==> src/rtl/boreal_mmio_master.sv <==
// Byte-stream command parser that drives the inference core's MMIO register port.
// Define BOREAL_MMIO_CHECKSUM_EN to require a trailing XOR checksum byte on every frame.
module boreal_mmio_master #(
   parameter int TIMEOUT_CYC = 65535
) (
   input  logic        clk,
   input  logic        rst_n,
   input  logic [7:0]  cmd_data,
   input  logic        cmd_valid,
   output logic        cmd_ready,
   output logic [7:0]  rsp_data,
   output logic        rsp_valid,
   input  logic        rsp_ready,
   output logic [9:0]  reg_addr,
   output logic [31:0] reg_din,
   output logic        reg_we,
   input  logic [31:0] reg_dout,
   output logic        busy,
   output logic [7:0]  err_count
);
   localparam int TW = $clog2(TIMEOUT_CYC + 1);
   localparam logic [TW-1:0] TIMER_LAST = TW'(TIMEOUT_CYC - 1);

`ifdef BOREAL_MMIO_CHECKSUM_EN
   typedef enum logic [3:0] {
      S_IDLE, S_ADDR_HI, S_ADDR_LO, S_DATA, S_CHK, S_WRITE, S_READ, S_RSP, S_NAK
   } state_t;
`else
   typedef enum logic [3:0] {
      S_IDLE, S_ADDR_HI, S_ADDR_LO, S_DATA, S_WRITE, S_READ, S_RSP, S_NAK
   } state_t;
`endif

   state_t        state;
   logic          running;
   logic          is_write;
   logic [1:0]    addr_hi;
   logic [1:0]    byte_cnt;
   logic [9:0]    addr_reg;
   logic [31:0]   data_reg;
   logic [31:0]   rsp_shift;
   logic [2:0]    rsp_cnt;
   logic [TW-1:0] timer;
   logic          in_frame;
   logic          accept;
   logic          timed_out;
   logic [31:0]   data_next;
`ifdef BOREAL_MMIO_CHECKSUM_EN
   logic [7:0]    chk;
`endif

   always_comb begin
      in_frame = (state == S_ADDR_HI) || (state == S_ADDR_LO) || (state == S_DATA);
`ifdef BOREAL_MMIO_CHECKSUM_EN
      if (state == S_CHK) in_frame = 1'b1;
`endif
   end

   // running keeps cmd_ready low while reset is held and for no longer.
   assign cmd_ready = running && (in_frame || (state == S_IDLE));
   assign accept    = cmd_valid && cmd_ready;
   assign timed_out = in_frame && !accept && (timer == TIMER_LAST);
   assign data_next = {data_reg[23:0], cmd_data};
   assign rsp_data  = rsp_shift[31:24];
   assign rsp_valid = (state == S_RSP);
   assign reg_we    = (state == S_WRITE);
   assign busy      = (state != S_IDLE);

   always_ff @(posedge clk or negedge rst_n) begin
      if (!rst_n) begin
         state     <= S_IDLE;
         running   <= 1'b0;
         is_write  <= 1'b0;
         addr_hi   <= '0;
         byte_cnt  <= '0;
         addr_reg  <= '0;
         data_reg  <= '0;
         rsp_shift <= '0;
         rsp_cnt   <= '0;
         timer     <= '0;
         reg_addr  <= '0;
         reg_din   <= '0;
         err_count <= '0;
`ifdef BOREAL_MMIO_CHECKSUM_EN
         chk       <= '0;
`endif
      end else begin
         running <= 1'b1;
         timer   <= (in_frame && !accept) ? timer + TW'(1) : '0;
         case (state)
            S_IDLE: if (accept) begin
               is_write <= (cmd_data == 8'hA5);
               state    <= ((cmd_data == 8'hA5) || (cmd_data == 8'h5A)) ? S_ADDR_HI : S_NAK;
`ifdef BOREAL_MMIO_CHECKSUM_EN
               chk      <= cmd_data;
`endif
            end
            S_ADDR_HI: if (accept) begin
               addr_hi <= cmd_data[1:0];
               state   <= S_ADDR_LO;
`ifdef BOREAL_MMIO_CHECKSUM_EN
               chk     <= chk ^ cmd_data;
`endif
            end else if (timed_out) state <= S_NAK;
            S_ADDR_LO: if (accept) begin
               addr_reg <= {addr_hi, cmd_data};
               byte_cnt <= 2'd0;
`ifdef BOREAL_MMIO_CHECKSUM_EN
               chk      <= chk ^ cmd_data;
               state    <= is_write ? S_DATA : S_CHK;
`else
               if (is_write) begin
                  state <= S_DATA;
               end else begin
                  reg_addr <= {addr_hi, cmd_data};
                  state    <= S_READ;
               end
`endif
            end else if (timed_out) state <= S_NAK;
            S_DATA: if (accept) begin
               data_reg <= data_next;
               byte_cnt <= byte_cnt + 2'd1;
`ifdef BOREAL_MMIO_CHECKSUM_EN
               chk      <= chk ^ cmd_data;
               if (byte_cnt == 2'd3) state <= S_CHK;
`else
               if (byte_cnt == 2'd3) begin
                  reg_addr <= addr_reg;
                  reg_din  <= data_next;
                  state    <= S_WRITE;
               end
`endif
            end else if (timed_out) state <= S_NAK;
`ifdef BOREAL_MMIO_CHECKSUM_EN
            // The register port is only touched once the checksum has matched.
            S_CHK: if (accept) begin
               if (cmd_data != chk) begin
                  state <= S_NAK;
               end else begin
                  reg_addr <= addr_reg;
                  if (is_write) begin
                     reg_din <= data_reg;
                     state   <= S_WRITE;
                  end else begin
                     state <= S_READ;
                  end
               end
            end else if (timed_out) state <= S_NAK;
`endif
            S_WRITE: begin
               rsp_shift <= {8'h06, 24'h0};
               rsp_cnt   <= 3'd1;
               state     <= S_RSP;
            end
            S_READ: begin
               rsp_shift <= reg_dout;
               rsp_cnt   <= 3'd4;
               state     <= S_RSP;
            end
            S_NAK: begin
               rsp_shift <= {8'h15, 24'h0};
               rsp_cnt   <= 3'd1;
               if (err_count != 8'hFF) err_count <= err_count + 8'd1;
               state     <= S_RSP;
            end
            S_RSP: if (rsp_ready) begin
               if (rsp_cnt == 3'd1) begin
                  state <= S_IDLE;
               end else begin
                  rsp_shift <= {rsp_shift[23:0], 8'h00};
                  rsp_cnt   <= rsp_cnt - 3'd1;
               end
            end
            default: state <= S_IDLE;
         endcase
      end
   end
endmodule

==> config.mk <==
export PLATFORM = sky130hd
export DESIGN_NAME = boreal_mmio_master
export DESIGN_NICKNAME = d
export VERILOG_FILES = /design/src/rtl/boreal_mmio_master.sv
export SDC_FILE = /design/constraint.sdc
export NUM_CORES = 1
export LEC_CHECK = 0
export ABC_AREA = 1
export CAP_MARGIN = 20
export CORE_MARGIN = 5
export CORE_UTILIZATION = 50
export DETAILED_ROUTE_END_ITERATION = 16
export DONT_BUFFER_PORTS = 1
export GPL_ROUTABILITY_DRIVEN = 0
export SLEW_MARGIN = 20
export SYNTH_ARGS = -nofsm -noshare
export SYNTH_HDL_FRONTEND = slang
export SYNTH_SLANG_ARGS = --single-unit
export TNS_END_PERCENT = 1
==> constraint.sdc <==
create_clock -name clk -period 1.9 [get_ports clk]
set_input_delay 0.095 -clock clk [delete_from_list [all_inputs] [get_ports clk]]
set_output_delay 0.095 -clock clk [all_outputs]
set_load 0.005 [all_outputs]
==> flow_metrics.tcl <==
set metrics [dict create \
    ys_top_cells_by_area "dfrtp_1, nand2_1, o21ai_0" \
    diodes 0 \
    max_stage_delay_ns 0.46 \
    ctsHoldBuffers 42 \
    path_buf_inv 2 \
    avgRoutedWirePerCell_um 14.2 \
    fin_hold_ws_ns -0.625 \
    required_ns 1.80 \
    final_cells 1001 \
    setup_viol 0 \
    status "finished, violations left" \
    io_buffer_count 0 \
    path_max_fanout 11 \
    drcViolationCount 0 \
    synth_area_um2 6660 \
    violations "negative hold slack" \
    die_h_um 125 \
    cts_tree "built" \
    final_util_pct 59.1 \
    path_depth 4 \
    finalNetCount 862 \
    synthesis.instances 778 \
    root_buffer "clkbuf_16" \
    n_fill_cell 1165 \
    initial_utilization_pct 50.7 \
    dr.pass1.iters 5 \
    clock.fmax_mhz 594 \
    setup_ws_ns 0.216 \
    die_w_um 125 \
    core.rowCount 42 \
    grt_pass1_vias 4858 \
    clk_path_buf_depth 2 \
    track_usage_pct 19.0 \
    async_flop_share_pct 100 \
    post_cts_resized 0 \
    ff2ff_path_depth 9 \
    synth.top_cell.area_share_pct 54.5 \
    numCtsBuffers 17 \
    period_minus_slack_ns 1.68 \
    cp_top_family "flip-flops" \
    setup_tns_ns 0 \
    clk_pin_slew_ns 0.06 \
    drv_cap 0 \
    yosysTopAreaCell "dfrtp_1" \
    vias_per_cell 5.04 \
    h-tree-depth 4 \
    antenna_found_initial 0 \
    synth_warnings 0 \
    numClockSinks 145 \
    yosysMostFrequentCell "nand2_1" \
    arrival_ns 1.59 \
    drive_above_1_share_pct 11.2 \
    fin_crit_sh_pct 88.6 \
    ant_nets 0 \
    synth_enable_flop_cells 0 \
    synth-seq-cells 145 \
    num_vias 5044 \
    peakVddDrop_uv 634 \
    worstSetupPathType "reg2out" \
    area_delta_synth_final_pct 16.6 \
    yosys.cell_types.count 32 \
    cp_slowest_cell "dfrtp_1" \
    dp_hpwl_um 9380 \
    cellPowerDensity_nw_per_um2 1200 \
    core_um2 13100 \
    finalMaxSlewViolations 0 \
    totalWireLength_um 14200 \
    drt_iter0_markers 408 \
    grt_pass1_wl_um 24500 \
    postCtsSetupBuffers 0 \
    finClkSkew_ns 0.00997 \
    syn_area_per_cell_um2 8.56 \
    path_cells "inv_2, nand2_1, nor2_4, buf_4" \
    crit_path_start_kind "flop" \
    gr-total-overflow 0 \
    hold_class "in2async" \
    critPathCaptureType "output pin" \
    die_area_um2 15700 \
    synth_fp_nets 828 \
    place_ws_ns 0.322 \
    clkLatencyLatePin_ns 0.41 \
    post-place-cells 927 \
    leakage_nw 3.76 \
    yosys-top-cells-count "nand2_1, dfrtp_1, inv_1" \
    ys_seq_area_share_pct 54.5 \
    rsz0062_at_grt "false" \
    grt_max_degree 146 \
    hold_viol_final 145 \
    io_pins 106 \
    synth_ff_type "dfrtp_1" \
]
stage by stage:
step	instance area [µm²]	hold WS [ns]	power, mW
after floorplan	6660	-0.201	5.50
after CTS	7770	-0.642	9.42
final	7770	-0.625	9.31
after global placement	6740	-0.196	5.86
after global routing	7770	-0.647	9.89
after detailed placement	6740	-0.196	5.94
where the power goes:
group          internal [mW]  switching [mW]
Combinational          0.620            1.09
Sequential              3.80           0.446
Clock                   2.08            1.27
Total                   6.50            2.81
placed cells by master (no fill, tap or decap), drive strengths merged:
cell type    Yosys  routed
clkinvlp         0       2
o32ai            1       1
clkbuf           7      21
clkinv           0       5
nor2            48      48
xnor2            2       2
o31ai            2       2
bufinv           0       2
a22o            11      11
o21ai          124     124
nand4            4       4
nand2          266     266
dfrtp          145     145
nor3             4       4
nor4             1       1
nand3b           1       1
conb             2       2
nand3           18      18
buf             32      12
ha               6       6
xor2             4       4
o211ai           1       1
a21oi           11      11
inv             87      89
dlygate4sd3      0      42
a31oi            1       1
worst paths after layout:
check / end / from / slack, ns
worst max-delay path: rsp_valid / state[0]$_DFFE_PN0P_ / 0.22
worst min-delay path: reg_din[25]$_DFFE_PN0P_ / rst_n / -0.62
worst max register to register: reg_addr[9]$_DFFE_PN0P_ / state[2]$_DFFE_PN0P_ / 0.31
worst min register to register: timer[0]$_DFF_PN0_ / timer[0]$_DFF_PN0_ / 0.48
max in group asynchronous: byte_cnt[1]$_DFFE_PN0P_ / rst_n / 2.31
min in group clk: timer[14]$_DFF_PN0_ / cmd_valid / 0.21
cells by family after synthesis:
family,share of synthesized area (%)
compound gates,14.0
xor+xnor,0.789
fa+ha+maj,1.13
buf+inv,8.85
flops,54.5
other cells,0.113
simple gates,20.7
layer usage:
layer / wire [µm] / global-route usage, % / part of all wire [%]
met1: 6590 / 26.1 / 46
met2: 6340 / 28.2 / 45
met3: 999 / 6.27 / 7.0
met4: 277 / 6.76 / 2.0
met5: 0 / 0 / 0
layout make-up:
class                      instances  area (µm²)  share of cell area, %
tap                              176         220                   2.83
inverter                          87         327                   4.20
clock inverter                    11         125                   1.61
sequential                       145        3630                   46.7
timing repair buffer              54         536                   6.89
clock buffer                      21         480                   6.18
multi-input combinational        507        2450                   31.6
Power figures use the tool's default switching activity.
